File: config.mk
export PLATFORM = sky130hd
export DESIGN_NAME = uart_rx_fifo_flat
export DESIGN_NICKNAME = d
export VERILOG_FILES = /design/src/rtl/uart_rx_fifo_if.sv /design/src/rtl/uart_rx_fifo.sv /design/src/flat_wrapper.sv
export SDC_FILE = /design/constraint.sdc
export NUM_CORES = 1
export LEC_CHECK = 0
export ABC_AREA = 1
export BUFFER_PORTS_ARGS = -buffer_cell sky130_fd_sc_hd__buf_4
export CAP_MARGIN = 20
export CORE_ASPECT_RATIO = 0.9
export CORE_UTILIZATION = 65
export CTS_CLUSTER_DIAMETER = 150
export DETAILED_ROUTE_END_ITERATION = 10
export MAX_ROUTING_LAYER = met4
export PLACE_DENSITY = 0.86
export SLEW_MARGIN = 20
export SYNTH_ARGS = -nofsm -noshare
export SYNTH_HDL_FRONTEND = slang
export SYNTH_SLANG_ARGS = --single-unit
File: constraint.sdc
create_clock -name clk -period 3.2 [get_ports clk]
set_input_delay 0.48 -clock clk [delete_from_list [all_inputs] [get_ports clk]]
set_output_delay 0.48 -clock clk [all_outputs]
set_load 0.01 [all_outputs]
File: src/rtl/uart_rx_fifo_if.sv
// Bundle between the UART receive FIFO and its neighbours: receiver byte
// strobe and data, the bus-side pop port, and the interrupt/status outputs.
interface uart_rx_fifo_if #(
  parameter int DEPTH = 16
);
  localparam int CW = $clog2(DEPTH + 1);

  logic [7:0]    rx_data;
  logic          rx_valid;
  logic          rd_en;
  logic          ien;
  logic          ack;
  logic [7:0]    rd_data;
  logic          empty;
  logic          full;
  logic [CW-1:0] count;
  logic          overrun;
  logic          irq;

  modport master (
    output rx_data, rx_valid, rd_en, ien, ack,
    input  rd_data, empty, full, count, overrun, irq
  );

  modport slave (
    input  rx_data, rx_valid, rd_en, ien, ack,
    output rd_data, empty, full, count, overrun, irq
  );
endinterface

File: src/rtl/uart_rx_fifo.sv
// Receive byte buffer behind a UART receiver: captures one byte per rising
// edge of rx_valid, exposes a show-ahead pop port and a sticky threshold/overrun irq.
module uart_rx_fifo #(
  parameter int DEPTH     = 16,
  parameter int THRESHOLD = 1
) (
  input  logic              clk,
  input  logic              rst,
  uart_rx_fifo_if.slave     bus
);
  localparam int AW = $clog2(DEPTH);
  localparam int CW = $clog2(DEPTH + 1);

  logic [7:0]    mem [DEPTH];
  logic [AW-1:0] wr_ptr;
  logic [AW-1:0] rd_ptr;
  logic [CW-1:0] count_q;
  logic [CW-1:0] count_nxt;
  logic          valid_q;
  logic          overrun_q;
  logic          irq_q;
  logic          is_empty;
  logic          is_full;
  logic          push_req;
  logic          pop_ok;
  logic          push_ok;
  logic          drop;
  logic          irq_set;

  assign is_empty = (count_q == '0);
  assign is_full  = (count_q == CW'(DEPTH));

  // NOTE: every signal gets a default at the top of always_comb so no path
  // leaves it unassigned, which would otherwise infer a latch.
  always_comb begin
    push_req  = bus.rx_valid & ~valid_q;
    pop_ok    = bus.rd_en & ~is_empty;
    push_ok   = push_req & (~is_full | pop_ok);
    drop      = push_req & is_full & ~pop_ok;
    count_nxt = count_q;
    if (push_ok && !pop_ok)
      count_nxt = count_q + CW'(1);
    else if (pop_ok && !push_ok)
      count_nxt = count_q - CW'(1);
    // Threshold is judged on the occupancy that results from this edge.
    irq_set = bus.ien & ((push_ok & (count_nxt >= CW'(THRESHOLD))) | drop);
  end

  // NOTE: state registers use non-blocking assignments so every flop samples
  // the pre-edge values regardless of statement order.
  always_ff @(posedge clk) begin
    if (rst) begin
      wr_ptr    <= '0;
      rd_ptr    <= '0;
      count_q   <= '0;
      valid_q   <= 1'b1;
      overrun_q <= 1'b0;
      irq_q     <= 1'b0;
    end else begin
      valid_q <= bus.rx_valid;
      count_q <= count_nxt;
      if (push_ok) wr_ptr <= wr_ptr + AW'(1);
      if (pop_ok)  rd_ptr <= rd_ptr + AW'(1);
      // Set beats ack so an event landing on the ack cycle is not lost.
      if (drop)         overrun_q <= 1'b1;
      else if (bus.ack) overrun_q <= 1'b0;
      if (irq_set)      irq_q <= 1'b1;
      else if (bus.ack) irq_q <= 1'b0;
    end
  end

  // NOTE: storage is deliberately left out of reset; occupancy and pointers
  // alone decide what is valid, and this keeps the array mappable to RAM.
  always_ff @(posedge clk) begin
    if (push_ok) mem[wr_ptr] <= bus.rx_data;
  end

  assign bus.rd_data = is_empty ? 8'h00 : mem[rd_ptr];
  assign bus.empty   = is_empty;
  assign bus.full    = is_full;
  assign bus.count   = count_q;
  assign bus.overrun = overrun_q;
  assign bus.irq     = irq_q;
endmodule

File: src/flat_wrapper.sv
// flat-port wrapper written by rule: the top's interface ports become plain ports
module uart_rx_fifo_flat 
#(
  parameter int DEPTH     = 16,
  parameter int THRESHOLD = 1
)
  (clk, rst, bus_rx_data, bus_rx_valid, bus_rd_en, bus_ien, bus_ack, bus_rd_data, bus_empty, bus_full, bus_count, bus_overrun, bus_irq);
  uart_rx_fifo_if #(.DEPTH(DEPTH)) bus_i ();
  input  logic clk;
  input  logic rst;
  input wire logic [$bits(bus_i.rx_data)-1:0] bus_rx_data;
  input wire logic [$bits(bus_i.rx_valid)-1:0] bus_rx_valid;
  input wire logic [$bits(bus_i.rd_en)-1:0] bus_rd_en;
  input wire logic [$bits(bus_i.ien)-1:0] bus_ien;
  input wire logic [$bits(bus_i.ack)-1:0] bus_ack;
  output wire logic [$bits(bus_i.rd_data)-1:0] bus_rd_data;
  output wire logic [$bits(bus_i.empty)-1:0] bus_empty;
  output wire logic [$bits(bus_i.full)-1:0] bus_full;
  output wire logic [$bits(bus_i.count)-1:0] bus_count;
  output wire logic [$bits(bus_i.overrun)-1:0] bus_overrun;
  output wire logic [$bits(bus_i.irq)-1:0] bus_irq;
  assign bus_i.rx_data = bus_rx_data;
  assign bus_i.rx_valid = bus_rx_valid;
  assign bus_i.rd_en = bus_rd_en;
  assign bus_i.ien = bus_ien;
  assign bus_i.ack = bus_ack;
  assign bus_rd_data = bus_i.rd_data;
  assign bus_empty = bus_i.empty;
  assign bus_full = bus_i.full;
  assign bus_count = bus_i.count;
  assign bus_overrun = bus_i.overrun;
  assign bus_irq = bus_i.irq;
  uart_rx_fifo #(.DEPTH(DEPTH), .THRESHOLD(THRESHOLD)) u_core (.clk(clk), .rst(rst), .bus(bus_i));
endmodule
==> Yosys cells after proc, flatten, opt, wreduce, memory -nomap -nowiden <==
Memories as Yosys holds them, arrays and structs flattened. A register that Yosys moved wholly into a read port is not among the register bits.
Index checks and enable logic that the tools add are counted.
{ "totals": {"register_bits": 16, "ramBits": 128, "in_bits": 14, "output_inout_bits": 17, "word_cells": 43, "mem_count": 1} }
{ "memory_table": {"columns": ["name", "depth", "width", "read_ports", "rd_clocked_by_memory_dff", "write_ports", "line_no", "source"], "rows": [
  ["u_core.mem", 16, 8, 1, 1, 1, "uart_rx_fifo.sv:14", "logic [7:0] mem [DEPTH];"]
]} }
{ "classes": {"add_sub_neg": 4, "n_lt_le_gt_ge": 1, "eq_ne": 1, "n_mux": 10, "bitwise": 13, "n_reduce_logical": 7} }
{ "op_table": {"columns": ["operator", "count"], "rows": [
  ["$mux W5", 2],
  ["$add A4 B1 Y4 const B", 2],
  ["$mux W4", 2],
  ["$mux W8", 1],
  ["$and A1 B1 Y1", 7],
  ["$add A5 B1 Y5 const B", 1],
  ["$eq A5 B5 Y1 const B", 1],
  ["$ge A5 B1 Y1 const B", 1],
  ["$logic_not A5 Y1", 1],
  ["$mux W1", 5],
  ["$sub A5 B1 Y5 const B", 1],
  ["$not A1 Y1", 4],
  ["$reduce_bool A2 Y1", 2],
  ["$logic_and A1 B1 Y1", 2],
  ["$logic_not A1 Y1", 2],
  ["$or A1 B1 Y1", 2]
]} }

==> Depth between registers and ports, before layout <==
Gate-level depths: netlist of run 1.
{ "logic_depth": {"word_depth": 14, "mapped_depth": 12, "depth_no_buf": 12} }

==> Worst setup path after synthesis of run 1 <==
Ideal clock, no wire load.
{ "synth_path": {"path_type": "register -> register", "start": "reg u_core.count_q[0] (netlist: u_core.bus.count[0])", "end": "mem u_core.mem[11][0] (enable)", "setup_time_ns": 0.370, "arrival_time_ns": 1.772, "required_time_ns": 2.830, "setup_slack_ns": 1.058, "path_stages_with_launch": 10, "n_path_buf": 0, "period_less_slack_ns": 2.142, "cell_sequence": "dfxtp_1 -> inv_1 -> ha_1 -> nand3_2 -> inv_1 -> nand2_1 -> nand2_2 -> nor2_1 -> nand2_1 -> nor2_1"} }
{ "synth_via": {"word_cells_on_any_way": 9, "cone_classes": "1 x eq/ne; 2 x mux; 5 x bitwise; 1 x reduce/logical"} }
{ "synth_rtl": {"columns": ["element", "line_no", "source"], "rows": [
  ["start: declaration", "uart_rx_fifo.sv:17", "logic [CW-1:0] count_q;"],
  ["start signal: assignment", "uart_rx_fifo.sv:61", "count_q <= count_nxt;"],
  ["$eq A5 B5 Y1", "uart_rx_fifo.sv:31", "assign is_full = (count_q == CW'(DEPTH));"],
  ["net bus_full", "flat_wrapper.sv:18", "output wire logic [$bits(bus_i.full)-1:0] bus_full;"],
  ["$not A1 Y1", "uart_rx_fifo.sv:38", "push_ok = push_req & (~is_full | pop_ok);"],
  ["$or A1 B1 Y1", "uart_rx_fifo.sv:38", null],
  ["$and A1 B1 Y1", "uart_rx_fifo.sv:38", null],
  ["$mux W1", "uart_rx_fifo.sv:75", "if (push_ok) mem[wr_ptr] <= bus.rx_data;"],
  ["$mux W1 (implied by the code)", "uart_rx_fifo.sv:75", null],
  ["end: declaration", "uart_rx_fifo.sv:14", null]
]} }
The timed path passes the listed nets, and every way through them passes these cells.

==> impl_metrics.tcl, run 1 <==
set metrics [dict create \
    gp_congestion 0.977 \
    insertedDiodeCount 0 \
    htree_num_levels 4 \
    busiest_layer "met2" \
    drtIter0Drc 614 \
    relSlewSlack 0.431 \
    root_buffer "clkbuf_8" \
    hold_slack_ns 0.211 \
    critPathKind "flip-flop to output port" \
    finalCritPeriodShare 0.959 \
    power_density_nw_per_um2 822 \
    use_met1 0.401 \
    wl_per_cell_um 22.4 \
    synth_cell_types 31 \
    syn_nets 528 \
    grt_pass1_wl_um 23100 \
    period_minus_slack_ns 3.07 \
    hold_depth 2 \
    drt-pass1-iter-count 6 \
    required_ns 2.72 \
    setup_viol 0 \
    cts.sinks 148 \
    synth_area_um2 6080 \
    synth-seq-cells 148 \
    power_mw 5.75 \
    async_flop_share 0 \
    p_leak_nw 2.44 \
    dp_hpwl_um 8930 \
    pwr-share-seq 0.385 \
    yosys_warnings 0 \
    start_util 0.670 \
    syn_area_per_cell_um2 12.0 \
    via_per_inst 6.56 \
    setup_ws_ns 0.133 \
    grt_max_degree 65 \
    place_ws_ns 0.729 \
    clkLatencyLatePin_ns 0.52 \
    die_h_um 93.8 \
    gr-usage-all-layers 0.338 \
    pwr-share-clk 0.345 \
    numCtsBuffers 17 \
    first_global_vias 4191 \
    hold_violations 0 \
    max_freq_mhz 326 \
    final_cell_mix "128 x edfxtp_1, 99 x nor2_1, 71 x o21ai_0" \
    reg2reg_to "u_core.mem[15][2]$_DFFE_PP_" \
    min-delay-start "rst" \
    drive_gt1_frac 0.145 \
    vias 4407 \
    slew_violations 0 \
    nNetsFinal 558 \
    internal_power_mw 3.86 \
    clockBufferDepth 2 \
    crit_fanout 64 \
    layoutNonFillerInstCount 672 \
    cp-start-kind "flip-flop" \
    p_comb_frac 0.270 \
    ys.flop_type "edfxtp_1" \
    dieArea_um2 9750 \
    path_clk_slew_ns 0.06 \
    power.switching_mw 1.89 \
    min_to "u_core.bus.irq$_SDFFE_PP0P_" \
    mostFrequentLayoutCell "edfxtp_1" \
    synth-edff-count 128 \
    swShare 0.328 \
    die_w_um 104 \
    ff2ff_path_depth 9 \
    drv_cap 0 \
    rrSetupSlack_ns 0.61 \
    placed_cells 640 \
    hold_class "input port to flip-flop" \
    syn-instance-count 507 \
    ant_nets 0 \
    post-cts-setup-buffers 0 \
    grt_overflow 0 \
    met3_usage 0.0811 \
    setup_tns_ns 0 \
    critPathCaptureType "output port" \
    rsz0062_at_grt "false" \
    drc 0 \
    cts_tree "done" \
    antenna_found_initial 0 \
    skew_ns 0.00565 \
    grt.met2_usage 0.551 \
    io_pins 31 \
    io_buffers 30 \
    num_rows 33 \
    tightest_slew_ns 0.850 \
    status "finished, final reports clean" \
    finalWirelength_um 15100 \
    area_growth_pct 15.0 \
    core_um2 9080 \
    seq_area_frac_synth 0.698 \
    critPathArrivalTime_ns 2.59 \
    reg2reg_from "u_core.bus.count[0]$_SDFF_PP0_" \
    ir_drop_mv 0.607 \
]
## metal layers
layer  routed length [um]  vias to the layer above  share of wire
met5                    0                        -              0
met4                  667                        0          0.044
met3                 1670                       74           0.11
met2                 7390                      341           0.49
met1                 5330                     2081           0.35
li1                     -                     1911              -
## power by group through the flow
stage	logic [mW]	clock network, mW	registers (mW)
detailed placement	1.48	0	2.25
finish	1.56	1.98	2.21
global route	1.67	2.07	2.22
global placement	1.42	0	2.24
CTS	1.52	1.99	2.21
floorplan	0.970	0	2.24
## cell families (layout without fill, tap and decap cells)
family                     count (synthesis)  after routing  synth area share
and+or+nand+nor                          166            166             0.121
DFF                                      148            148             0.698
AOI/OAI and AO/OA                        128            128             0.124
buffers and inverters                     54             97            0.0362
adders and majority gates                  7              7            0.0144
xor gates and xnor gates                   4              4           0.00699
## repair_timing
action,in CTS,in global routing
resized for setup,0,2
endpoints found under the hold margin,0,0
setup endpoints to repair,0,1
hold buffers,0,0
## registers in the layout, summed over array words and instances (netlist names), named ones only
name and count:
u_core.bus.count 5, u_core.bus.irq 1, u_core.bus.overrun 1, u_core.mem 128
u_core.rd_ptr 4, u_core.valid_q 1, u_core.wr_ptr 4
## Yosys cell counts (2+ instances only)
| cell | instances | area [um2] |
|---|---|---|
| nor2_1 | 99 | 372 |
| nand3_4 | 2 | 35.0 |
| buf_2 | 11 | 55.1 |
| clkinv_2 | 2 | 10.0 |
| nand2_1 | 33 | 124 |
| o221ai_1 | 26 | 228 |
| inv_1 | 27 | 101 |
| clkbuf_1 | 12 | 45.0 |
| ha_1 | 7 | 87.6 |
| a31oi_1 | 2 | 12.5 |
| a21oi_1 | 20 | 100 |
| xor2_1 | 2 | 17.5 |
| edfxtp_1 | 128 | 3840 |
| dfxtp_1 | 20 | 400 |
| o21ai_0 | 71 | 355 |
| nand3_1 | 21 | 105 |
| o22ai_1 | 6 | 37.5 |
| nand4_1 | 5 | 31.3 |
## worst max-delay path: stages (launching register included)
cell	delay, ns
dfxtp_2	0.35
buf_4	0.49
o21ai_0	0.20
o22ai_1	0.19
nor2_1	0.08
nor2_1	0.12
o21ai_0	0.23
a21oi_1	0.25
buf_4	0.16
## stage by stage
step | utilization | area (um2)
after detailed placement | 0.704 | 6400
after floorplan | - | 6080
final | 0.770 | 7000
after CTS | 0.770 | 6990
after global routing | 0.770 | 7000
after global placement | 0.704 | 6400
## worst max path at each step
stage | cells past startpoint | slack [ns] | end | from
detailed placement | 9 | 0.73 | u_core.mem[3][4]$_DFFE_PP_ | u_core.bus.count[0]$_SDFF_PP0_
global route | 8 | 0.03 | bus_rd_data[4] | flip-flop
floorplan | 9 | 1.06 | u_core.mem[11][0]$_DFFE_PP_ | u_core.bus.count[0]$_SDFF_PP0_
CTS | 7 | 0.18 | bus_rd_data[4] | flip-flop
global placement | 9 | 0.86 | u_core.mem[15][2]$_DFFE_PP_ | u_core.bus.count[0]$_SDFF_PP0_
finish | 8 | 0.13 | bus_rd_data[4] | flip-flop
## layout make-up
class / count / area, um2
fill: 537 / 2090
multi-input combinational: 305 / 1620
timing repair buffer: 35 / 263
clock inverter: 15 / 181
sequential: 148 / 4250
clock buffer: 17 / 414
inverter: 30 / 120
tap: 122 / 153
Note: power is estimated with default switching activity, not from simulation.
==> run 2, diff against run 1 <==
- CTS_CLUSTER_SIZE: unset -> 10
- clock period: 3.2 -> 3.6 ns (I/O delays scaled with it)
==> run 2 against run 1 <==
Effect of this change:
- flip-flop and latch count stayed put
- largest cell class unchanged
- sequential power is 11% lower
- non-clock buffer count is the same
- worst setup slack improved by 0.24 ns
- power decreased by 14%
- register-to-register slack improved by 0.21 ns
- critical path type unchanged
- utilization shrank 0.55 points
- global-route usage decreased by 1.0 points
- highest routed layer unchanged
- combinational power shrank 11%
==> impl_metrics.tcl, run 2 (synthesis results as in run 1) <==
set metrics [dict create \
    status "finished, final reports clean" \
    cts_resized 0 \
    multi_input_area_um2 1620 \
    period_minus_slack_ns 3.23 \
    hold_violations 0 \
    clkLatencyLatePin_ns 0.53 \
    ant_nets 0 \
    hold_class "input port to flip-flop" \
    grt_pass1_wl_um 22500 \
    via_per_inst 6.50 \
    finalCritPeriodShare 0.897 \
    core_um2 9080 \
    nNetsFinal 558 \
    die_h_um 93.8 \
    post-cts-setup-buffers 0 \
    setup_viol 0 \
    area_growth_pct 14.2 \
    die_w_um 104 \
    finalWirelength_um 14500 \
    drt-pass1-iter-count 5 \
    power_density_nw_per_um2 712 \
    insertedDiodeCount 0 \
    placed_area_um2 6410 \
    tightest_slew_ns 1.03 \
    num-fill-cells 525 \
    antenna_found_initial 0 \
    relSlewSlack 0.312 \
    critPathArrivalTime_ns 2.69 \
    drc 0 \
    crit_fanout 33 \
    root_buffer "clkbuf_8" \
    path_clk_slew_ns 0.06 \
    cp-start-kind "flip-flop" \
    rsz0062_at_grt "false" \
    cts_tree "done" \
    cts_hold_buf 0 \
    p_leak_nw 2.44 \
    grt_max_degree 65 \
    max_freq_mhz 310 \
    drtIter0Drc 607 \
    critPathKind "flip-flop to output port" \
    power_mw 4.94 \
    critPathCaptureType "output port" \
    regMostFlops "u_core.mem" \
    wl_per_cell_um 21.6 \
    clockBufferDepth 2 \
    ir_drop_mv 0.510 \
    cts.sinks 148 \
    gr-usage-all-layers 0.328 \
    slew_violations 0 \
    io_buffers 30 \
    numCtsBuffers 17 \
    final_cell_mix "128 x edfxtp_1, 99 x nor2_1, 71 x o21ai_0" \
    vias 4367 \
    required_ns 3.06 \
    mostFrequentLayoutCell "edfxtp_1" \
    seq_area_um2 4250 \
    largest_reg_flops 128 \
    grt_overflow 0 \
    num_rows 33 \
    io_pins 31 \
    gp_congestion 0.920 \
    hold_slack_ns 0.253 \
    drv_cap 0 \
    skew_ns 0.00753 \
    dp_hpwl_um 8390 \
    start_util 0.670 \
    setup_tns_ns 0 \
    drive_gt1_frac 0.144 \
    first_global_vias 4168 \
    fin_area_um2 6950 \
    dieArea_um2 9750 \
    htree_num_levels 4 \
]
## run 2: changes by cell type in the layout (fill, tap and decap cells not counted), sizes merged
cell	change
inv	+4
bufinv	-3
clkinvlp	-3
clkinv	+2
## run 2: metal layers
layer	track usage	vias up	share of wire
met4	0.154	0	0.034
met3	0.0860	53	0.12
li1	-	1907	-
met5	-	-	0
met1	0.412	2054	0.37
met2	0.505	353	0.48
## run 2: layout make-up
cell class	instances	share of cell area
Clock buffer	17	0.0596
Tap cell	122	0.0220
Multi-Input combinational cell	305	0.233
Clock inverter	15	0.0178
Inverter	30	0.0166
Sequential cell	148	0.611
Timing Repair Buffer	35	0.0396
## run 2: stage by stage
| step | util | std cells | setup WS [ns] |
|---|---|---|---|
| final | 0.765 | 672 | 0.371 |
| after global routing | 0.765 | 672 | 0.271 |
| after CTS | 0.765 | 672 | 0.429 |
| after detailed placement | 0.706 | 640 | 0.990 |
| after global placement | 0.706 | 640 | 1.14 |
| after floorplan | - | 507 | 1.46 |
## run 2: critical path, cell delays in order (launching register included)
cell and delay [ns]:
dfxtp_1 0.30, buf_4 0.24, inv_1 0.29, buf_4 0.32, o21ai_0 0.15, o22ai_1 0.13, nor2_1 0.05, nor2_1 0.08
o21ai_0 0.15, a21oi_1 0.25, buf_4 0.16
## run 2: worst paths after layout
path,start,endpoint,slack [ns],depth (start not counted)
max,flip-flop,bus_rd_data[2],0.37,10
min,rst,u_core.bus.irq$_SDFFE_PP0P_,0.25,2
max reg2reg,u_core.bus.count[0]$_SDFF_PP0_,u_core.mem[3][3]$_DFFE_PP_,0.82,9
min reg2reg,u_core.rd_ptr[3]$_SDFFE_PP0N_,u_core.rd_ptr[3]$_SDFFE_PP0N_,0.49,2
## run 2: power by group
part | leakage [nW] | internal (mW) | switching [mW] | total (mW)
combinational | 0.858 | 0.471 | 0.923 | 1.39
sequential | 1.32 | 1.91 | 0.0528 | 1.96
clock | 0.263 | 0.866 | 0.723 | 1.59
total | 2.44 | 3.24 | 1.70 | 4.94
